## config.mk

```make
export PLATFORM = sky130hd
export DESIGN_NAME = vga_timing_gen
export DESIGN_NICKNAME = d
export VERILOG_FILES = /design/src/rtl/vga_timing_pkg.sv /design/src/rtl/vga_axis_cnt.sv /design/src/rtl/vga_timing_gen.sv
export SDC_FILE = /design/constraint.sdc
export NUM_CORES = 1
export LEC_CHECK = 0
export CAP_MARGIN = 30
export CELL_PAD_IN_SITES_DETAIL_PLACEMENT = 0
export CELL_PAD_IN_SITES_GLOBAL_PLACEMENT = 2
export CORE_MARGIN = 2
export CORE_UTILIZATION = 42
export CTS_CLUSTER_DIAMETER = 150
export DETAILED_ROUTE_END_ITERATION = 10
export DONT_BUFFER_PORTS = 1
export GPL_ROUTABILITY_DRIVEN = 0
export GPL_TIMING_DRIVEN = 0
export PLACE_DENSITY = 0.86
export SLEW_MARGIN = 20
export SYNTH_ARGS = -nofsm -noshare
export SYNTH_HDL_FRONTEND = slang
export SYNTH_SLANG_ARGS = --single-unit
```

## constraint.sdc

```tcl
create_clock -name clk -period 5.4 [get_ports clk]
set_input_delay 0.54 -clock clk [delete_from_list [all_inputs] [get_ports clk]]
set_output_delay 0.54 -clock clk [all_outputs]
set_load 0.02 [all_outputs]
```

## src/rtl/vga_timing_pkg.sv

```systemverilog
// Shared types, default 640x480@60 timing and the sync-level helper for the VGA timing generator.
package vga_timing_pkg;

    typedef enum logic [1:0] {PH_ACTIVE, PH_FP, PH_SYNC, PH_BP} phase_e;

    localparam int DEF_H_ACTIVE = 640;
    localparam int DEF_H_FP     = 16;
    localparam int DEF_H_SYNC   = 96;
    localparam int DEF_H_BP     = 48;
    localparam int DEF_V_ACTIVE = 480;
    localparam int DEF_V_FP     = 10;
    localparam int DEF_V_SYNC   = 2;
    localparam int DEF_V_BP     = 33;

    // Maps "sync pulse is active" to the pin level for the chosen polarity.
    function automatic logic sync_level(input logic active, input logic pol);
        return active ? pol : ~pol;
    endfunction

endpackage

```

## src/rtl/vga_axis_cnt.sv

```systemverilog
// One timing axis: position counter plus ACTIVE/FP/SYNC/BP phase FSM, stepped by i_step.
// o_wrap is combinational and marks the last position of the axis.
module vga_axis_cnt
    import vga_timing_pkg::*;
#(
    parameter int P_ACTIVE = DEF_H_ACTIVE,
    parameter int P_FP     = DEF_H_FP,
    parameter int P_SYNC   = DEF_H_SYNC,
    parameter int P_BP     = DEF_H_BP,
    parameter int W        = 10
) (
    input  logic         clk,
    input  logic         rst_n,
    input  logic         i_step,
    output logic [W-1:0] o_cnt,
    output logic [1:0]   o_phase,
    output logic         o_wrap
);

    localparam int           TOTAL = P_ACTIVE + P_FP + P_SYNC + P_BP;
    localparam logic [W-1:0] LAST  = W'(TOTAL - 1);

    logic [W-1:0] cnt;
    logic [W-1:0] loc;
    logic [W-1:0] loc_last;
    phase_e       phase;

    always_comb begin
        loc_last = '0;
        case (phase)
            PH_ACTIVE: loc_last = W'(P_ACTIVE - 1);
            PH_FP:     loc_last = W'(P_FP - 1);
            PH_SYNC:   loc_last = W'(P_SYNC - 1);
            PH_BP:     loc_last = W'(P_BP - 1);
            default:   loc_last = '0;
        endcase
    end

    assign o_wrap  = (cnt == LAST);
    assign o_cnt   = cnt;
    assign o_phase = phase;

    // Phase boundaries line up with the position counter because the phase lengths sum to TOTAL.
    always_ff @(posedge clk) begin
        if (!rst_n) begin
            cnt   <= '0;
            loc   <= '0;
            phase <= PH_ACTIVE;
        end else if (i_step) begin
            cnt <= o_wrap ? '0 : cnt + 1'b1;
            if (loc == loc_last) begin
                loc   <= '0;
                phase <= phase_e'(phase + 2'd1);
            end else begin
                loc <= loc + 1'b1;
            end
        end
    end

endmodule

```

## src/rtl/vga_timing_gen.sv

```systemverilog
// VGA pixel-timing generator: registered sync/de/x/y, one pixel per tick of i_pix.
// VGA_TIMING_EDGE_DET_EN: i_pix is a level clock and ticks on its rising edge; otherwise a 1-clk enable.
module vga_timing_gen
    import vga_timing_pkg::*;
#(
    parameter int P_H_ACTIVE = DEF_H_ACTIVE,
    parameter int P_H_FP     = DEF_H_FP,
    parameter int P_H_SYNC   = DEF_H_SYNC,
    parameter int P_H_BP     = DEF_H_BP,
    parameter int P_V_ACTIVE = DEF_V_ACTIVE,
    parameter int P_V_FP     = DEF_V_FP,
    parameter int P_V_SYNC   = DEF_V_SYNC,
    parameter int P_V_BP     = DEF_V_BP,
    parameter bit P_SYNC_POL = 1'b0,
    localparam int H_TOTAL   = P_H_ACTIVE + P_H_FP + P_H_SYNC + P_H_BP,
    localparam int V_TOTAL   = P_V_ACTIVE + P_V_FP + P_V_SYNC + P_V_BP,
    localparam int HW        = $clog2(H_TOTAL),
    localparam int VW        = $clog2(V_TOTAL)
) (
    input  logic          clk,
    input  logic          rst_n,
    input  logic          i_pix,
    output logic          o_hsync,
    output logic          o_vsync,
    output logic          o_de,
    output logic [HW-1:0] o_x,
    output logic [VW-1:0] o_y,
    output logic          o_pix_stb,
    output logic          o_frame_start
);

    if (P_H_ACTIVE == 0 || P_H_FP == 0 || P_H_SYNC == 0 || P_H_BP == 0 ||
        P_V_ACTIVE == 0 || P_V_FP == 0 || P_V_SYNC == 0 || P_V_BP == 0) begin : g_param_err
        $error("vga_timing_gen: every timing parameter must be non-zero");
    end

    logic tick;

`ifdef VGA_TIMING_EDGE_DET_EN
    logic pix_q;

    // pix_q resets high so a divider output already high at reset release is not a rising edge.
    always_ff @(posedge clk) begin
        if (!rst_n) pix_q <= 1'b1;
        else        pix_q <= i_pix;
    end

    assign tick = i_pix & ~pix_q;
`else
    assign tick = i_pix;
`endif

    logic [HW-1:0] h_cnt;
    logic [VW-1:0] v_cnt;
    logic [1:0]    h_phase;
    logic [1:0]    v_phase;
    logic          h_wrap;
    logic          v_wrap;

    vga_axis_cnt #(
        .P_ACTIVE(P_H_ACTIVE), .P_FP(P_H_FP), .P_SYNC(P_H_SYNC), .P_BP(P_H_BP), .W(HW)
    ) u_h (
        .clk(clk), .rst_n(rst_n), .i_step(tick),
        .o_cnt(h_cnt), .o_phase(h_phase), .o_wrap(h_wrap)
    );

    vga_axis_cnt #(
        .P_ACTIVE(P_V_ACTIVE), .P_FP(P_V_FP), .P_SYNC(P_V_SYNC), .P_BP(P_V_BP), .W(VW)
    ) u_v (
        .clk(clk), .rst_n(rst_n), .i_step(tick & h_wrap),
        .o_cnt(v_cnt), .o_phase(v_phase), .o_wrap(v_wrap)
    );

    always_ff @(posedge clk) begin
        if (!rst_n) begin
            o_hsync       <= ~P_SYNC_POL;
            o_vsync       <= ~P_SYNC_POL;
            o_de          <= 1'b0;
            o_x           <= '0;
            o_y           <= '0;
            o_pix_stb     <= 1'b0;
            o_frame_start <= 1'b0;
        end else begin
            o_pix_stb     <= tick;
            o_frame_start <= tick && (h_cnt == '0) && (v_cnt == '0);
            if (tick) begin
                o_x     <= h_cnt;
                o_y     <= v_cnt;
                o_de    <= (h_phase == PH_ACTIVE) && (v_phase == PH_ACTIVE);
                o_hsync <= sync_level(h_phase == PH_SYNC, P_SYNC_POL);
                o_vsync <= sync_level(v_phase == PH_SYNC, P_SYNC_POL);
            end
        end
    end

endmodule

```

==> flow_summary.ini <==
[setup_path]
critPathBufInv = 1
rrSetupSlack_ns = 2.98
worstPathRequired_ns = 5.67
reg2regPathDepth = 5
critPathKind = reg -> reg
path_cells = or3_4 -> nor4_2 -> clkbuf_1 -> o311ai_0 -> a31oi_1
worst-endpoint-arrival_ns = 2.69
worstPathMaxFanout = 10
critPathMaxStageDelay_ns = 0.68
r2r_end = u_v.loc[2]
regToRegStartpoint = u_h.o_cnt[5]
crit_slowest_cell = nor4_2
end_kind = flip-flop
crit_family = simple AND/OR/NAND/NOR gates
setup.worst_path.start_class = flip-flop

[floorplan]
fp.coreArea_sq_um = 7650
die_area_sq_um = 8490
die_h_um = 92.2
chipWidth_um = 92.2
row_count = 32
io_pins = 28
start_util = 0.427

[routing]
vias_per_cell = 5.45
first_pass_iters = 4
ant_nets = 0
via_count = 2663
wire_per_inst_um = 15.4
drc = 0
drt-initial-drc-count = 99
wirelength_mm = 7.54

[logic_synthesis]
yosys.area.top_type_share = 0.423
syn-cell-area_sq_um = 3260
async_flop_share = 0
yosys.area.top_type = dfxtp_1
synth_seq_cells = 69
ys.flop_type = dfxtp_1
yosysSeqAreaShare = 0.423
synth_top_cells_by_area = dfxtp_1 42%, mux2i_1 7.4%, nor2_1 5.3%, ha_1 5.0%, nand2_1 3.7%
synth-edff-count = 0
syn_inst = 371
synth_cell_type_count = 48
yosys_warnings = 0
syn-num-nets = 387
avgSynthCellArea_sq_um = 8.80

[place]
place_inst = 473
port_buffers = 0
dp_hpwl_mm = 5.25

[clock_network]
clk_pin_slew_ns = 0.08
cts.path.max_buffers = 2
hold_buffers = 0
cts_buffers = 9
h-tree-depth = 3
cts_tree = built
cts_setup_buffers = 0
cts.repair.resized = 0
clock-sinks = 69
root_buffer = clkbuf_8
clock_latency_ns = 0.35

[power_and_ir_drop]
power_frac_comb = 0.034
power-per-cell-area_nw_per_um2 = 308
leakagePower_nw = 1.29
switching_share = 0.217
peakVddDrop_mv = 0.128
cellInternalPower_w = 0.000884
pwr-share-seq = 0.463
switchingPower_w = 0.000245
clock_power_share = 0.504

[grt]
use_met3 = 0.0427
grt.overflow.total = 0
grt_pass1_vias = 2564
grt_busiest_layer = met2
grt_max_degree = 14
grt_usage = 0.191
grt_pass1_wl_mm = 12.8
antenna_found_initial = 0
gr-usage-met1 = 0.256
use_met2 = 0.298

[run_status]
status = finished clean

[timing]
grt_setup_unrepaired = false
worst_pin_slew_ns = 0.939
fin_crit_ns = 2.42
hold_violations = 0
relSlewSlack = 0.374
fin_tns_setup_ns = 0
drv_slew = 0
fmax_mhz = 414
min_period_over_period = 0.448
finClkSkew_ns = 0.0108
setup_viol = 0

[cells_and_area]
syn2layout_area_growth_pct = 12.2
n_antenna_cell = 0
drive_above_1_share = 0.0646
final_cells = 489
fin_nets = 398
final_core_util = 0.479

[hold_path]
hold_depth = 2
hp-start = u_h.o_phase[0]
whs_endpoint = u_h.o_phase[0]
min_path_type = reg -> reg

[run]
maxCapViolations = 0
per-layer routing:
metal / vias up / share of wire / wire (um)
met5: - / 0 / 0
met4: 0 / 0.018 / 133
met3: 10 / 0.048 / 362
met2: 49 / 0.44 / 3330
met1: 1249 / 0.49 / 3700
li1: 1355 / - / -
cell usage in the layout (no fill, tap or decap), types with 5 or more instances in the layout:
cell / Yosys / layout
a21oi_1: 21 / 21
and4_1: 5 / 5
clkbuf_1: 13 / 13
clkbuf_8: 0 / 9
dfxtp_1: 69 / 69
ha_1: 13 / 13
inv_1: 15 / 15
mux2i_1: 24 / 24
nand2_1: 32 / 32
nand3_1: 20 / 20
nand4_1: 6 / 6
nor2_1: 46 / 46
nor3_1: 7 / 7
o31ai_1: 10 / 10
or4_1: 9 / 9
xnor2_1: 10 / 10
xor2_1: 9 / 9
worst max-delay path by stage:
stage | slack, ns | cells past startpoint | start | endpoint
final | 2.98 | 5 | u_h.o_cnt[5] | u_v.loc[2]
after detailed placement | 3.02 | 5 | u_h.o_cnt[5] | u_v.loc[2]
after floorplan | 3.28 | 7 | u_h.o_cnt[5] | u_v.o_cnt[7]
after global routing | 2.79 | 6 | u_h.o_cnt[1] | u_v.loc[0]
after CTS | 3.00 | 5 | u_h.o_cnt[5] | u_v.loc[2]
after global placement | 3.01 | 5 | u_h.o_cnt[5] | u_v.loc[2]
power by group through the flow:
stage | clock, W | combinational (W) | sequential [W]
final | 0.000568 | 0.0000379 | 0.000522
after global routing | 0.000599 | 0.0000434 | 0.000523
after global placement | 0 | 0.0000379 | 0.000534
after CTS | 0.000582 | 0.0000384 | 0.000522
after floorplan | 0 | 0.0000284 | 0.000533
after detailed placement | 0 | 0.0000384 | 0.000534
cells by family after synthesis:
| kind of cell | Yosys count | share of synthesized area |
|---|---|---|
| XOR/XNOR | 19 | 0.0510 |
| buffers and inverters | 34 | 0.0422 |
| adder cells (fa/ha/maj) | 13 | 0.0498 |
| AND/OR/NAND/NOR | 154 | 0.245 |
| multiplexers | 24 | 0.0736 |
| flip-flops | 69 | 0.423 |
| AO/OA/AOI/OAI | 58 | 0.116 |
per-stage QoR:
stage	hold slack [ns]	worst slack, ns	cell area, sq um	total power [W]
2_1_floorplan	0.452	3.28	3260	0.000561
3_3_place_gp	0.466	3.01	3390	0.000572
3_5_place_dp	0.484	3.02	3390	0.000573
4_1_cts	0.495	3.00	3660	0.00114
5_1_grt	0.510	2.79	3660	0.00117
6_report	0.493	2.98	3660	0.00113
sequential cells by signal, indices dropped and copies added, names as in the netlist:
name	count
o_y	10
o_de	1
o_vsync	1
u_v.o_cnt	10
o_frame_start	1
u_h.o_phase	2
o_hsync	1
o_x	10
o_pix_stb	1
u_v.loc	10
u_v.o_phase	2
u_h.o_cnt	10
u_h.loc	10
tightest hold or removal path, cell delays in order, from the launching register on:
cell and delay [ns]:
dfxtp_1 0.32, o21ai_0 0.07, a21oi_1 0.06
cells in the mapped netlist, types with 4 or more instances:
master / instances
nor4_1: 4
nor3_1: 7
nand3_1: 20
nor2_1: 46
o21ai_1: 4
xor2_1: 9
ha_1: 13
dfxtp_1: 69
or4_1: 9
o31ai_1: 10
xnor2_1: 10
mux2i_1: 24
and4_1: 5
nand2_1: 32
inv_1: 15
clkbuf_1: 13
and3_1: 4
or3_1: 4
nand4_1: 6
a21oi_1: 21
o21ai_0: 4
area by class of cell:
cell class,instances,area [sq um]
tap,102,128
multi-input combinational,268,1750
fill,765,3990
clock inverter,7,146
sequential,69,1380
clock buffer,9,124
buffer,19,81.3
inverter,15,56.3
(Power assumes the default switching activity.)
==> edit 1, RTL diff (same flow settings) <==
Add a define of `VGA_TIMING_EDGE_DET_EN`.
--- a/src/rtl/vga_timing_gen.sv
+++ b/src/rtl/vga_timing_gen.sv
@@ -2,2 +2,4 @@
 // VGA_TIMING_EDGE_DET_EN: i_pix is a level clock and ticks on its rising edge; otherwise a 1-clk enable.
+`define VGA_TIMING_EDGE_DET_EN
+
 module vga_timing_gen
Behaviour: not the same (a bounded check fails within 4 cycles, from zero or initial values and one cycle with rst_n low).
==> edit 1 against the original RTL <==
- die area down 1.7%
- routed wire length down 0.27%
- setup slack better by 0.12 ns
- critical path type unchanged
- sequential share of layout area up 2.4 points
- total power down 18%
- sequential cell count up 1
- highest routed layer unchanged
- area after synthesis down 1.7%
- core utilization down 0.18 points
- cell count up 2.9%
- design area down 4.5%
- global-route usage about the same
==> edit 1: results (changes against the original RTL) <==
run_status:
  outcome: "finished clean"  # unchanged
power_and_ir_drop:
  vdd_drop_max_uv: 110  # was 128 uV
  power.internal_uw: 704  # was 884 uW
  power.leakage_uw: 0.00121  # was 0.00129 uW
yosys:
  synthTopCellsByCount: "77 x nand2_1, 70 x dfxtp_1, 36 x nor2_1"  # was 69 x dfxtp_1, 46 x nor2_1, 32 x nand2_1
  synth-seq-area-share_pct: 43.7  # was 42.3%
  ys_types: 45  # was 48
  async_flop_share_pct: 0  # unchanged
  synth_nets: 405  # was 387
  synthTopCellsByArea: "dfxtp_1 44%, nand2_1 9.0%, ha_1 5.1%"  # was dfxtp_1 42%, mux2i_1 7.4%, nor2_1 5.3%
  syn_avg_cell_area_um2: 8.25  # was 8.80 um2
critical_path:
  r2r-start: "u_v.o_phase[0]"  # was u_h.o_cnt[5]
  reg2reg_slack_ns: 3.10  # was 2.98 ns
  cp_slowest_cell: "or4_1"  # was nor4_2
  cpPeakStageDelay_ns: 0.43  # was 0.68 ns
  critPathKind: "flip-flop to flip-flop"  # unchanged
  critical_path_arrival_ns: 2.51  # was 2.69 ns
  timing.rr.end: "u_v.o_phase[1]"  # was u_v.loc[2]
routing:
  drt_iter0_markers: 79  # was 99
  routed_wl_um: 7520  # was 7540 um
  vias: 2686  # was 2663
  avgRoutedWirePerCell_um: 14.9  # was 15.4 um
cells_and_area:
  drive_gt1_share_pct: 5.45  # was 6.46%
  final_nets: 416  # was 398
grt:
  grt_usage_pct: 19.1  # about the same
  grt_pass1_wl_um: 12500  # was 12800 um
  grt_pass1_vias: 2505  # was 2564
  grt_max_degree: 12  # was 14
worst_hold_path:
  hold_class: "input port to flip-flop"  # was flip-flop to flip-flop
  min_from: "i_pix"  # was u_h.o_phase[0]
  hold_depth: 1  # was 2
  hold_path_end: "pix_q"  # was u_h.o_phase[0]
timing:
  maxSlewHeadroom_pct: 49.6  # was 37.4%
  finalClockSkew_ns: 0.00979  # was 0.0108 ns
clock_tree:
  cts_buffers: 9  # unchanged
placed_design:
  place_inst: 488  # was 473
  place_area_mm2: 0.00333  # was 0.00339 mm2
==> edit 1: cell types whose count changed after synthesis, moves of 5 or more <==
cell,unedited run,this run
nand2_1,32,77
o31ai_1,10,4
or4_1,9,4
a21oi_1,21,32
mux2i_1,24,1
xor2_1,9,16
o21ai_0,4,10
nand4_1,6,13
nor2_1,46,36
==> edit 1: routing by layer <==
metal	routed length (um)	track usage [%]	share of wire [%]	vias up
li1	-	-	-	1359
met1	3580	24.1	48	1258
met2	3380	30.3	45	56
met3	409	5.56	5.4	13
met4	146	8.08	1.9	0
met5	0	0	0	-
==> edit 1: logic make-up (layout without fill, tap and decap cells) <==
logic type | Yosys count | count (layout) | share of synthesized area [%]
muxes | 1 | 1 | 0.312
AOI/OAI and AO/OA | 64 | 64 | 12.6
and+or+nand+nor | 185 | 185 | 27.5
adders and majority gates | 13 | 13 | 5.07
DFF | 70 | 70 | 43.7
buffers and inverters | 30 | 45 | 3.71
xor gates and xnor gates | 26 | 26 | 7.10
==> edit 1: through the flow <==
step	hold WS, ns	power, uW	setup WS (ns)
after floorplan	0.465	558	3.37
after global placement	0.480	569	3.14
after detailed placement	0.484	569	3.12
after CTS	0.277	937	3.09
after global routing	0.276	961	2.93
final	0.292	926	3.10
==> edit 1: layout make-up <==
type                            count  area, um2
Clock buffer                       11        141
Tap cell                           99        124
Clock inverter                      4       23.8
Buffer                             19       77.6
Multi-Input combinational cell    289       1690
Inverter                           11       41.3
Sequential cell                    70       1400
Fill cell                         757       3830
==> edit 1: power groups by stage <==
stage | logic [uW] | registers, uW | clock network (uW)
5_1_grt | 32.8 | 528 | 400
4_1_cts | 29.7 | 527 | 380
6_report | 29.2 | 527 | 370
3_5_place_dp | 29.6 | 539 | 0
3_3_place_gp | 29.2 | 539 | 0
2_1_floorplan | 20.0 | 538 | 0
==> edit 2, RTL diff (same settings) <==
Without the edit above. Remove the register `o_pix_stb`: a continuous assignment takes its place, so the output `o_pix_stb` follows one clock earlier.
--- a/src/rtl/vga_timing_gen.sv
+++ b/src/rtl/vga_timing_gen.sv
@@ -80,6 +80,4 @@
             o_y           <= '0;
-            o_pix_stb     <= 1'b0;
             o_frame_start <= 1'b0;
         end else begin
-            o_pix_stb     <= tick;
             o_frame_start <= tick && (h_cnt == '0) && (v_cnt == '0);
@@ -95,2 +93,4 @@
 
+    assign o_pix_stb = tick;
+
 endmodule
Function: changed (a bounded check fails within 4 cycles, from zero or initial values and one cycle with rst_n low).
==> edit 2 against the original RTL <==
- area after synthesis fell by 1.6%
- setup slack worse by 0.15 ns
- cell count fell by 4.1%
- largest cell class unchanged
- design area down 3.3%
- non-clock buffer count is the same
- sequential cell count down 1
- largest power group is now sequential cells
- routed wire length is 8.8% lower
- total power down 11%
- highest routed layer unchanged
==> edit 2: results (changes against the original RTL) <==
clock_tree:
  worstSkewPairLatency_ns: 0.33  # was 0.35 ns
  clkTransAtPathRegs_ns: 0.07
  cts_resized: 0  # unchanged
  cts-root-buf: "clkbuf_8"  # unchanged
  post_cts_buffers: 0  # unchanged
critical_path:
  cp-startpoint: "u_h.o_phase[1]"  # was u_h.o_cnt[5]
  cpPeakStageDelay_ns: 0.63  # was 0.68 ns
  cp_slowest_cell: "a2111oi_1"  # was nor4_2
  crit_family: "compound AO/OA/AOI/OAI gates"  # was simple AND/OR/NAND/NOR gates
  reg2reg_depth: 8  # was 5
  timing.rr.end: "u_h.loc[7]"  # was u_v.loc[2]
  critical_path_arrival_ns: 2.77  # was 2.69 ns
routing:
  met1Wirelength_um: 3450  # was 3700 um
  detailroute.wirelength.met3_um: 222  # was 362 um
  vias: 2420  # was 2663
  wl_met2_um: 3130  # was 3330 um
  routed_wl_um: 6870  # was 7540 um
  drt_iter0_markers: 43  # was 99
worst_hold_path:
  hold_path_end: "u_v.o_phase[0]"  # was u_h.o_phase[0]
  hold_class: "flip-flop to flip-flop"  # unchanged
  min_from: "u_v.o_phase[0]"  # was u_h.o_phase[0]
cells_and_area:
  final_nets: 382  # was 398
  drive_gt1_share_pct: 5.95  # was 6.46%
  fillers: 706  # was 765
timing:
  finalClockSkew_ns: 0.00720  # was 0.0108 ns
  worst-slew-pin-transition_ns: 0.796  # was 0.939 ns
  max_freq_mhz: 390  # was 414 MHz
yosys:
  synthTopCellsByArea: "dfxtp_1 42%, mux2i_1 7.5%, ha_1 5.1%"  # was dfxtp_1 42%, mux2i_1 7.4%, nor2_1 5.3%
  ys_types: 45  # was 48
  synth_nets: 371  # was 387
  synthTopCellsByCount: "68 x dfxtp_1, 35 x nand2_1, 35 x nor2_1"  # was 69 x dfxtp_1, 46 x nor2_1, 32 x nand2_1
  synth-seq-area-share_pct: 42.4  # was 42.3%
placed_design:
  hpwl_um: 4910  # was 5250 um
  io_buffers: 0  # unchanged
  dp_slack_ns: 2.78  # was 3.02 ns
grt:
  antenna_found_initial: 0  # unchanged
  grt_pass1_wl_um: 11900  # was 12800 um
  use_met2_pct: 27.2  # was 29.8%
  grtUsageMet1_pct: 24.4  # was 25.6%
  grt_use_met3_pct: 5.48  # was 4.27%
  grt_usage_pct: 17.9  # was 19.1%
  grt_pass1_vias: 2320  # was 2564
  grt_max_degree: 12  # was 14
power_and_ir_drop:
  power.leakage_uw: 0.00133  # was 0.00129 uW
  vdd_drop_max_uv: 142  # was 128 uV
run_status:
  outcome: "finished clean"  # unchanged
[edit 2: changes by cell type after synthesis, moves of 5 or more]
| cell | unedited run | this run |
|---|---|---|
| xnor2_1 | 10 | 16 |
| a21oi_1 | 21 | 9 |
| or4_1 | 9 | 2 |
| nand3_1 | 20 | 11 |
| and2_1 | 2 | 7 |
| nor2b_1 | 2 | 18 |
| o31ai_1 | 10 | 0 |
| nor2_1 | 46 | 35 |
[edit 2: cell families (layout without fill, tap and decap cells)]
group | count (synthesis) | count (layout) | share of synthesized area [%]
adder cells (fa/ha/maj) | 13 | 13 | 5.07
flip-flops | 68 | 68 | 42.4
buffers and inverters | 31 | 46 | 4.25
XOR/XNOR | 26 | 26 | 7.09
AO/OA/AOI/OAI | 35 | 35 | 7.37
multiplexers | 24 | 24 | 7.48
AND/OR/NAND/NOR | 158 | 158 | 26.3
[edit 2: worst min-delay path, cell delays in order, from the launching register on]
cell and delay, ns:
dfxtp_1 0.34, nand2_1 0.06, mux2i_1 0.06
[edit 2: metrics by stage]
step                instances  hold WS (ns)  area (um2)
CTS                       469         0.506        3540
floorplan                 355         0.471        3210
finish                    469         0.508        3540
detailed placement        454         0.500        3330
global placement          454         0.489        3330
global route              469         0.554        3540
[edit 2: cell type report]
cell class / instances / area [um2] / area share (%)
tap: 99 / 124 / 3.50
clock inverter: 5 / 77.6 / 2.19
buffer: 19 / 91.3 / 2.58
multi-input combinational: 256 / 1710 / 48.4
inverter: 12 / 45.0 / 1.27
sequential: 68 / 1360 / 38.5
clock buffer: 10 / 128 / 3.61
[edit 2: where the power goes]
group          internal [uW]  switching (uW)
Combinational           15.7            23.7
Sequential               508            9.60
Clock                    256             187
